`config.mk`:
```
export PLATFORM = sky130hd
export DESIGN_NAME = dmem_bridge
export DESIGN_NICKNAME = d
export VERILOG_FILES = /design/src/rtl/bridge_pkg.sv /design/src/rtl/dmem_bridge_seg_scan.sv /design/src/rtl/dmem_bridge.sv
export SDC_FILE = /design/constraint.sdc
export NUM_CORES = 1
export LEC_CHECK = 0
export ABC_AREA = 1
export BUFFER_PORTS_ARGS = -buffer_cell sky130_fd_sc_hd__buf_2
export CORE_UTILIZATION = 40
export CTS_CLUSTER_SIZE = 30
export DETAILED_ROUTE_END_ITERATION = 8
export PLACE_DENSITY = 0.68
export REMOVE_ABC_BUFFERS = 1
export SLEW_MARGIN = 15
export SYNTH_ARGS = -nofsm -noshare
export SYNTH_HDL_FRONTEND = slang
export SYNTH_SLANG_ARGS = --single-unit
```
`constraint.sdc`:
```
create_clock -name clk -period 5.1 [get_ports clk]
set_input_delay 0.765 -clock clk [delete_from_list [all_inputs] [get_ports clk]]
set_output_delay 0.765 -clock clk [all_outputs]
set_load 0.05 [all_outputs]
```
`src/rtl/bridge_pkg.sv`:
```
// Shared constants for the CPU data-memory bridge: MMIO page, register offsets, 7-seg lookup.
package bridge_pkg;
    localparam logic [19:0] MMIO_PAGE = 20'hFFFFF;

    localparam logic [11:0] OFF_DISP  = 12'h000;
    localparam logic [11:0] OFF_TIMER = 12'h020;
    localparam logic [11:0] OFF_PRESC = 12'h024;
    localparam logic [11:0] OFF_LED   = 12'h060;
    localparam logic [11:0] OFF_SW    = 12'h070;

    // Index n gives the active-low {dp,g,f,e,d,c,b,a} pattern for hex digit n.
    localparam logic [15:0][7:0] SEG_LUT = {
        8'h8E, 8'h86, 8'hA1, 8'hC6, 8'h83, 8'h88, 8'h90, 8'h80,
        8'hF8, 8'h82, 8'h92, 8'h99, 8'hB0, 8'hA4, 8'hF9, 8'hC0
    };
endpackage

```
`src/rtl/dmem_bridge_seg_scan.sv`:
```
// Eight-digit multiplexed 7-segment scanner; one digit slot lasts SCAN_DIV clocks.
module seg_scan
    import bridge_pkg::*;
#(
    parameter int SCAN_DIV = 25000
) (
    input  logic        clk,
    input  logic        rst_n,
    input  logic [31:0] i_disp,
    output logic [7:0]  o_dig_en,
    output logic [7:0]  o_seg
);
    localparam int CW = (SCAN_DIV > 2) ? $clog2(SCAN_DIV) : 1;

    logic [CW-1:0] r_cnt;
    logic [2:0]    r_dig;
    logic [3:0]    w_nib;

    always_ff @(posedge clk or negedge rst_n) begin
        if (!rst_n) begin
            r_cnt <= '0;
            r_dig <= '0;
        end else if (r_cnt == CW'(SCAN_DIV - 1)) begin
            r_cnt <= '0;
            r_dig <= r_dig + 3'd1;
        end else begin
            r_cnt <= r_cnt + CW'(1);
        end
    end

    assign w_nib    = i_disp[{r_dig, 2'b00} +: 4];
    assign o_dig_en = ~(8'b1 << r_dig);
    assign o_seg    = SEG_LUT[w_nib];
endmodule

```
`src/rtl/dmem_bridge.sv`:
```
// CPU data bus splitter: DRAM for normal addresses, MMIO page 0xFFFFF000 for board peripherals.
// Define DMEM_BRIDGE_TIMER_EN to build the timer/prescale registers.
module dmem_bridge
    import bridge_pkg::*;
#(
    parameter int SCAN_DIV = 25000,
    parameter int DRAM_AW  = 14
) (
    input  logic               clk,
    input  logic               rst_n,
    input  logic [31:0]        addr,
    input  logic               we,
    input  logic [31:0]        wdata,
    output logic [31:0]        rdata,
    output logic [DRAM_AW-1:0] dram_addr,
    output logic               dram_we,
    output logic [31:0]        dram_wdata,
    input  logic [31:0]        dram_rdata,
    input  logic [23:0]        sw,
    output logic [23:0]        led,
    output logic [7:0]         dig_en,
    output logic [7:0]         seg
);
    logic        w_mmio, w_wr;
    logic [11:0] w_off;
    logic [31:0] r_disp;
    logic [23:0] r_led, r_sw_meta, r_sw_sync;
    logic [31:0] w_timer, w_presc;

    assign w_mmio     = (addr[31:12] == MMIO_PAGE);
    assign w_off      = addr[11:0];
    assign w_wr       = we & w_mmio;
    assign dram_addr  = addr[DRAM_AW+1:2];
    assign dram_we    = we & ~w_mmio;
    assign dram_wdata = wdata;
    assign led        = r_led;

    always_ff @(posedge clk or negedge rst_n) begin
        if (!rst_n) begin
            r_disp    <= '0;
            r_led     <= '0;
            r_sw_meta <= '0;
            r_sw_sync <= '0;
        end else begin
            r_sw_meta <= sw;
            r_sw_sync <= r_sw_meta;
            if (w_wr && w_off == OFF_DISP) r_disp <= wdata;
            if (w_wr && w_off == OFF_LED)  r_led  <= wdata[23:0];
        end
    end

`ifdef DMEM_BRIDGE_TIMER_EN
    logic [31:0] r_timer, r_presc, r_pc;
    logic        w_tick;

    assign w_tick = (r_pc == r_presc);

    // A timer or prescale write restarts the prescale period from zero.
    always_ff @(posedge clk or negedge rst_n) begin
        if (!rst_n) begin
            r_timer <= '0;
            r_presc <= '0;
            r_pc    <= '0;
        end else begin
            if (w_wr && w_off == OFF_TIMER) begin
                r_timer <= wdata;
                r_pc    <= '0;
            end else if (w_wr && w_off == OFF_PRESC) begin
                r_presc <= wdata;
                r_pc    <= '0;
                if (w_tick) r_timer <= r_timer + 32'd1;
            end else if (w_tick) begin
                r_timer <= r_timer + 32'd1;
                r_pc    <= '0;
            end else begin
                r_pc    <= r_pc + 32'd1;
            end
        end
    end

    assign w_timer = r_timer;
    assign w_presc = r_presc;
`else
    assign w_timer = '0;
    assign w_presc = '0;
`endif

    always_comb begin
        rdata = dram_rdata;
        if (w_mmio) begin
            case (w_off)
                OFF_DISP:  rdata = r_disp;
                OFF_TIMER: rdata = w_timer;
                OFF_PRESC: rdata = w_presc;
                OFF_LED:   rdata = {8'h00, r_led};
                OFF_SW:    rdata = {8'h00, r_sw_sync};
                default:   rdata = '0;
            endcase
        end
    end

    seg_scan #(.SCAN_DIV(SCAN_DIV)) u_scan (
        .clk      (clk),
        .rst_n    (rst_n),
        .i_disp   (r_disp),
        .o_dig_en (dig_en),
        .o_seg    (seg)
    );
endmodule

```
Word level (Yosys, flattened, before mapping)
Memories as Yosys holds them, arrays and structs flattened.
Index checks and enable logic that the tools add are counted.
- shift-type cells: 2
- $add $sub $neg: 2
- reduce and logical (&&, ||, !) cells: 3
- bitwise operators: 4
- equal/unequal tests: 4
- multiplexer cells: 4
- order comparisons: 1
- operators with widths (cell ; count):
    case mux 32 bit (3 select lines) ; 1
    two-way mux 32 bit ; 1
    indexed part select 32 x 6 -> 4 bit ; 1
    equality test 12 x 7 -> 1 bit (second input constant) ; 2
    equality test 20 bit (second input constant) ; 1
    adder 15 x 1 -> 15 bit (second input constant) ; 1
    equality test 15 bit (second input constant) ; 1
    two-way mux 15 bit ; 1
    zero test 12 bit ; 1
    two-way mux 8 bit ; 1
    inverter 8 bit ; 1
    << shifter 1 x 3 -> 8 bit (first input constant) ; 1
    less-than comparator 4 x 5 -> 1 bit (second input constant) ; 1
    adder 3 x 1 -> 3 bit (second input constant) ; 1
    AND 1 bit ; 2
    logical AND 1 bit ; 2
    inverter 1 bit ; 1
- bits in registers: 122
- memories kept: 1
- logic and storage cells: 27
- ROM bits: 128
- memory list (name ; depth ; bits a word ; read ports ; clocked after memory_dff ; wr ports ; line ; text):
    (name not given) ; 16 ; 8 ; 1 ; 0 ; 0 ; dmem_bridge_seg_scan.sv:33 ; assign o_seg = SEG_LUT[w_nib];

Logic depth before layout (Yosys ltp)
- depth after elaboration: 3
- mapped depth: 13

Modules after synthesis
A second synthesis with hierarchy kept.
- cells, all modules: 877
- area, all modules: 6956.7 um^2
- modules (own cells, without submodules) (module ; cells an instance ; area an instance (um^2) ; sequential area each (um^2) ; times used):
    dmem_bridge ; 601 ; 5215.0 ; 2602.5 ; 1
    seg_scan ; 276 ; 1741.7 ; 450.4 ; 1

Worst setup path before layout
OpenSTA, ideal clock, no wires.
- path type: in2out
- start point: in addr[11]
- end point: out rdata[24]
- arrival: 2488 ps
- path slack: 1847 ps
- cell stages on the path: 6
- path through: nor2_1 > nand2_1 > nor2_4 > and2_4 > nand2_1 > o21ai_0
- word-level cells in the longest chain between the ends: 3
- elaborated cells between the ends (all ways): 5
- classes of those cells: eq/ne: 2; mux: 2; reduce/logical: 1
- RTL lines (element ; line ; text):
    from (decl) ; dmem_bridge.sv:11 ; input logic [31:0] addr,
    equality test 12 x 7 -> 1 bit / zero test 12 bit (equally long branches) ; dmem_bridge.sv:91 ; case (w_off)
    case mux 32 bit (3 select lines) * ; dmem_bridge.sv:91 ;
    two-way mux 32 bit * ; dmem_bridge.sv:90 ; if (w_mmio) begin
    to (decl) ; dmem_bridge.sv:14 ; output logic [31:0] rdata,
Mark *: on every way between the ends. The rest lies on a longest branch, timed or not.

Final worst setup path
- start point: reg u_scan.r_dig[2]
- end point: out seg[6]
- word-level cells in the longest chain between the ends: 3
- RTL lines (element ; line ; text):
    from (decl) ; dmem_bridge_seg_scan.sv:16 ; logic [2:0] r_dig;
    from (signal assigned) ; dmem_bridge_seg_scan.sv:25 ; r_dig <= r_dig + 3'd1;
    indexed part select 32 x 6 -> 4 bit ; dmem_bridge_seg_scan.sv:31 ; assign w_nib = i_disp[{r_dig, 2'b00} +: 4];
    memory (16 x 8 bit) ; -- ;
    two-way mux 8 bit (implied by the code) ; dmem_bridge_seg_scan.sv:33 ;
    to (decl) ; dmem_bridge.sv:22 ; output logic [7:0] seg
No other way between the ends. The select of a mux whose other input is x is not followed.

==> results.sh <==
export IMPL_synth_area_mux_share_pct=0
export IMPL_fin_skew_ns=0.00575
export IMPL_grt_max_degree=65
export IMPL_p_leak_nw=4.36
export IMPL_cts_reportedPaths_clkPinSlew_ns=0.06
export IMPL_r2r_start="u_scan.r_dig[2]"
export IMPL_drc=1
export IMPL_cp_cell_sequence="clkinv_1 -> nand3_1 -> nand2_1 -> inv_1 -> ha_1 -> nand3_1 -> nand2_1 -> nand2_1 -> nand2_1 -> buf_2"
export IMPL_setup_viol=0
export IMPL_die_h_um=129
export IMPL_path_max_fanout=12
export IMPL_hold_class="reg -> reg"
export IMPL_numCtsBuffers=17
export IMPL_comb_power_share_pct=10.2
export IMPL_layout_commonest_cell="nand2_1"
export IMPL_ir_drop_mv=0.294
export IMPL_grt_pass1_vias=5494
export IMPL_synth_cell_types=32
export IMPL_synth_edf_count=0
export IMPL_post_route_min_period_ns=3.75
export IMPL_setup_tns_final_ns=0
export IMPL_antenna_cells=0
export IMPL_swShare_pct=26.4
export IMPL_max_slew_margin_pct=25.0
export IMPL_rsz0062_at_grt="false"
export IMPL_p_sw_w=0.000663
export IMPL_crit_family="buffers and inverters"
export IMPL_grt_overflow=0
export IMPL_async_reset_ff_share_pct=100
export IMPL_ctsResizeCount=0
export IMPL_hold_viol=0
export IMPL_grt_use_total_pct=21.8
export IMPL_ctsRootBufferMaster="clkbuf_16"
export IMPL_drive_gt1_share_pct=28.9
export IMPL_row_count=46
export IMPL_min_path_cells=0
export IMPL_tightest_slew_ns=1.12
export IMPL_mostFrequentLayoutCells="nand2_1 (242), buf_2 (239), nand3_1 (135)"
export IMPL_synth_simple_gate_area_share_pct=29.1
export IMPL_postCtsSetupBuffers=0
export IMPL_dp_slack_ns=1.57
export IMPL_worstSetupStartpointType="flop"
export IMPL_numPortBuffers=240
export IMPL_die_area_um2=16700
export IMPL_power_share_sequential_pct=39.6
export IMPL_cp_num_buf_inv=3
export IMPL_die_w_um=129
export IMPL_firstDrtPassIters=7
export IMPL_gp_congestion=0.882
export IMPL_antenna_found_initial=0
export IMPL_clock_fmax_mhz=267
export IMPL_reg2regPathDepth=3
export IMPL_critPathLaunch="u_scan.r_dig[2]"
export IMPL_synth_xor_area_share_pct=0.813
export IMPL_viasPerCell=4.78
export IMPL_required_ns=4.34
export IMPL_slowest_stage="dfrtp_1"
export IMPL_yosysWarnings=0
export IMPL_clkPwrFrac_pct=50.2
export IMPL_seq_area_frac_synth_pct=47.2
export IMPL_h_tree_depth=4
export IMPL_critPathArrivalTime_ns=2.98
export IMPL_ant_nets=0
export IMPL_path_class="reg -> out"
export IMPL_synth_flop_cell="dfrtp_1"
export IMPL_syn_inst=824
export IMPL_clkSinkCount=122
export IMPL_drt_iter0_drc=292
export IMPL_endpoint_kind="output pin"
export IMPL_finalCritPeriodShare_pct=73.5
export IMPL_min_delay_start="r_sw_meta[1]"
export IMPL_cts_tree="yes"
export IMPL_synth_seq_cells=122
export IMPL_synth_area_um2=6470
export IMPL_cts_hold_buf=0
export IMPL_core_area_um2=15800
export IMPL_intPower_w=0.00185
export IMPL_start_util_pct=40.9
export IMPL_final_fill_count=1542
export IMPL_wire_per_inst_um=14.2
export IMPL_vias=5900
export IMPL_nets=1142
export IMPL_ioPinCount=242
export IMPL_finalWorstSetupSlack_ns=1.35
export IMPL_status="finished, violations left"
export IMPL_max_stage_delay_ns=0.67
export IMPL_cellPowerDensity_nw_per_um2=312
export IMPL_crit_top_cell="nand2_1"
export IMPL_cts_max_path_buffers=2
export IMPL_synth_top_family_by_area="simple AND/OR/NAND/NOR gates"
export IMPL_grt_pass1_wl_mm=27.3
export IMPL_violations="design-rule violations"
export IMPL_slew_viol_final=0
export IMPL_maxCapViolations=0
export IMPL_dpl_hpwl_mm=12.6
export IMPL_clk_latency_ns=0.42
export IMPL_area_growth_pct=24.5
export IMPL_synth_compound_area_share_pct=6.40
export IMPL_synthAdderAreaFrac_pct=2.51
export IMPL_cp_num_cells=10
export IMPL_synth_area_per_cell_um2=7.85
export IMPL_wirelength_mm=17.5
worst reg2reg max path: stages, from the launching register on:
cell and delay [ns]:
dfrtp_1 0.67, clkinv_1 0.52, ha_1 0.43, o21ai_0 0.14
cell type report:
type | instances | area (um2) | share of cell area [%]
sequential | 122 | 3050 | 37.9
inverter | 90 | 338 | 4.20
timing repair buffer | 244 | 1230 | 15.3
multi-input combinational | 531 | 2530 | 31.5
tap | 216 | 270 | 3.36
clock buffer | 18 | 439 | 5.45
clock inverter | 14 | 184 | 2.28
metrics by stage:
stage	power, W	cells	hold slack (ns)	area [um2]	utilization (%)
final	0.00251	1235	0.345	8050	50.9
after global routing	0.00260	1235	0.350	8050	50.9
after CTS	0.00253	1235	0.347	8050	50.9
after detailed placement	0.00127	1203	0.335	7430	46.9
after global placement	0.00127	1203	0.332	7430	46.9
after floorplan	0.00109	743	0.331	5910	-
per-layer routing:
metal | global-route usage (%) | routed length, um | vias up | part of all wire [%]
met5 | 0 | 0 | - | 0
met4 | 7.89 | 246 | 0 | 1.4
met3 | 4.21 | 897 | 22 | 5.1
met2 | 39.8 | 8910 | 218 | 51
met1 | 25.2 | 7440 | 2714 | 43
li1 | - | - | 2946 | -
power groups by stage:
stage          sequential, W  combinational [W]  clock (W)
2_1_floorplan        0.00101          0.0000784          0
3_3_place_gp         0.00101           0.000257          0
3_5_place_dp         0.00101           0.000258          0
4_1_cts             0.000992           0.000259    0.00128
5_1_grt             0.000994           0.000276    0.00133
6_report            0.000992           0.000257    0.00126
flip-flops by register name, summed over array words and instances, names as in the netlist:
signal and flops:
r_sw_sync 24, u_scan.r_dig 3, u_scan.r_cnt 15, r_disp 32, led 24, r_sw_meta 24
worst paths after layout:
kind,to,slack [ns]
worst max-delay path,seg[6],1.35
worst min-delay path,r_sw_sync[1],0.34
worst max register to register,u_scan.r_dig[2],3.26
worst min register to register,r_sw_sync[1],0.34
max in group asynchronous,u_scan.r_cnt[9],3.52
min in group asynchronous,r_disp[30],0.42
kinds of logic (layout without fill, tap and decap cells):
family                   after synthesis  in the layout
AO/OA/AOI/OAI                         78             78
XOR/XNOR                               6              6
adder cells (fa/ha/maj)               13             13
buffers and inverters                171            366
flip-flops                           122            122
other                                  1              1
AND/OR/NAND/NOR                      433            433
cells in the mapped netlist (4+ instances only):
cell	n	area (um2)
nand3_1	136	681
o21ai_1	49	245
o21ai_2	4	35.0
o21ai_0	21	105
xor2_1	6	52.6
inv_1	87	327
clkbuf_1	7	26.3
buf_4	49	368
buf_6	7	78.8
nand4_1	4	25.0
nand2_1	242	908
nor2_1	36	135
buf_2	15	75.1
dfrtp_1	122	3050
nor3_1	4	20.0
ha_1	13	163
Power figures use the tool's default switching activity.
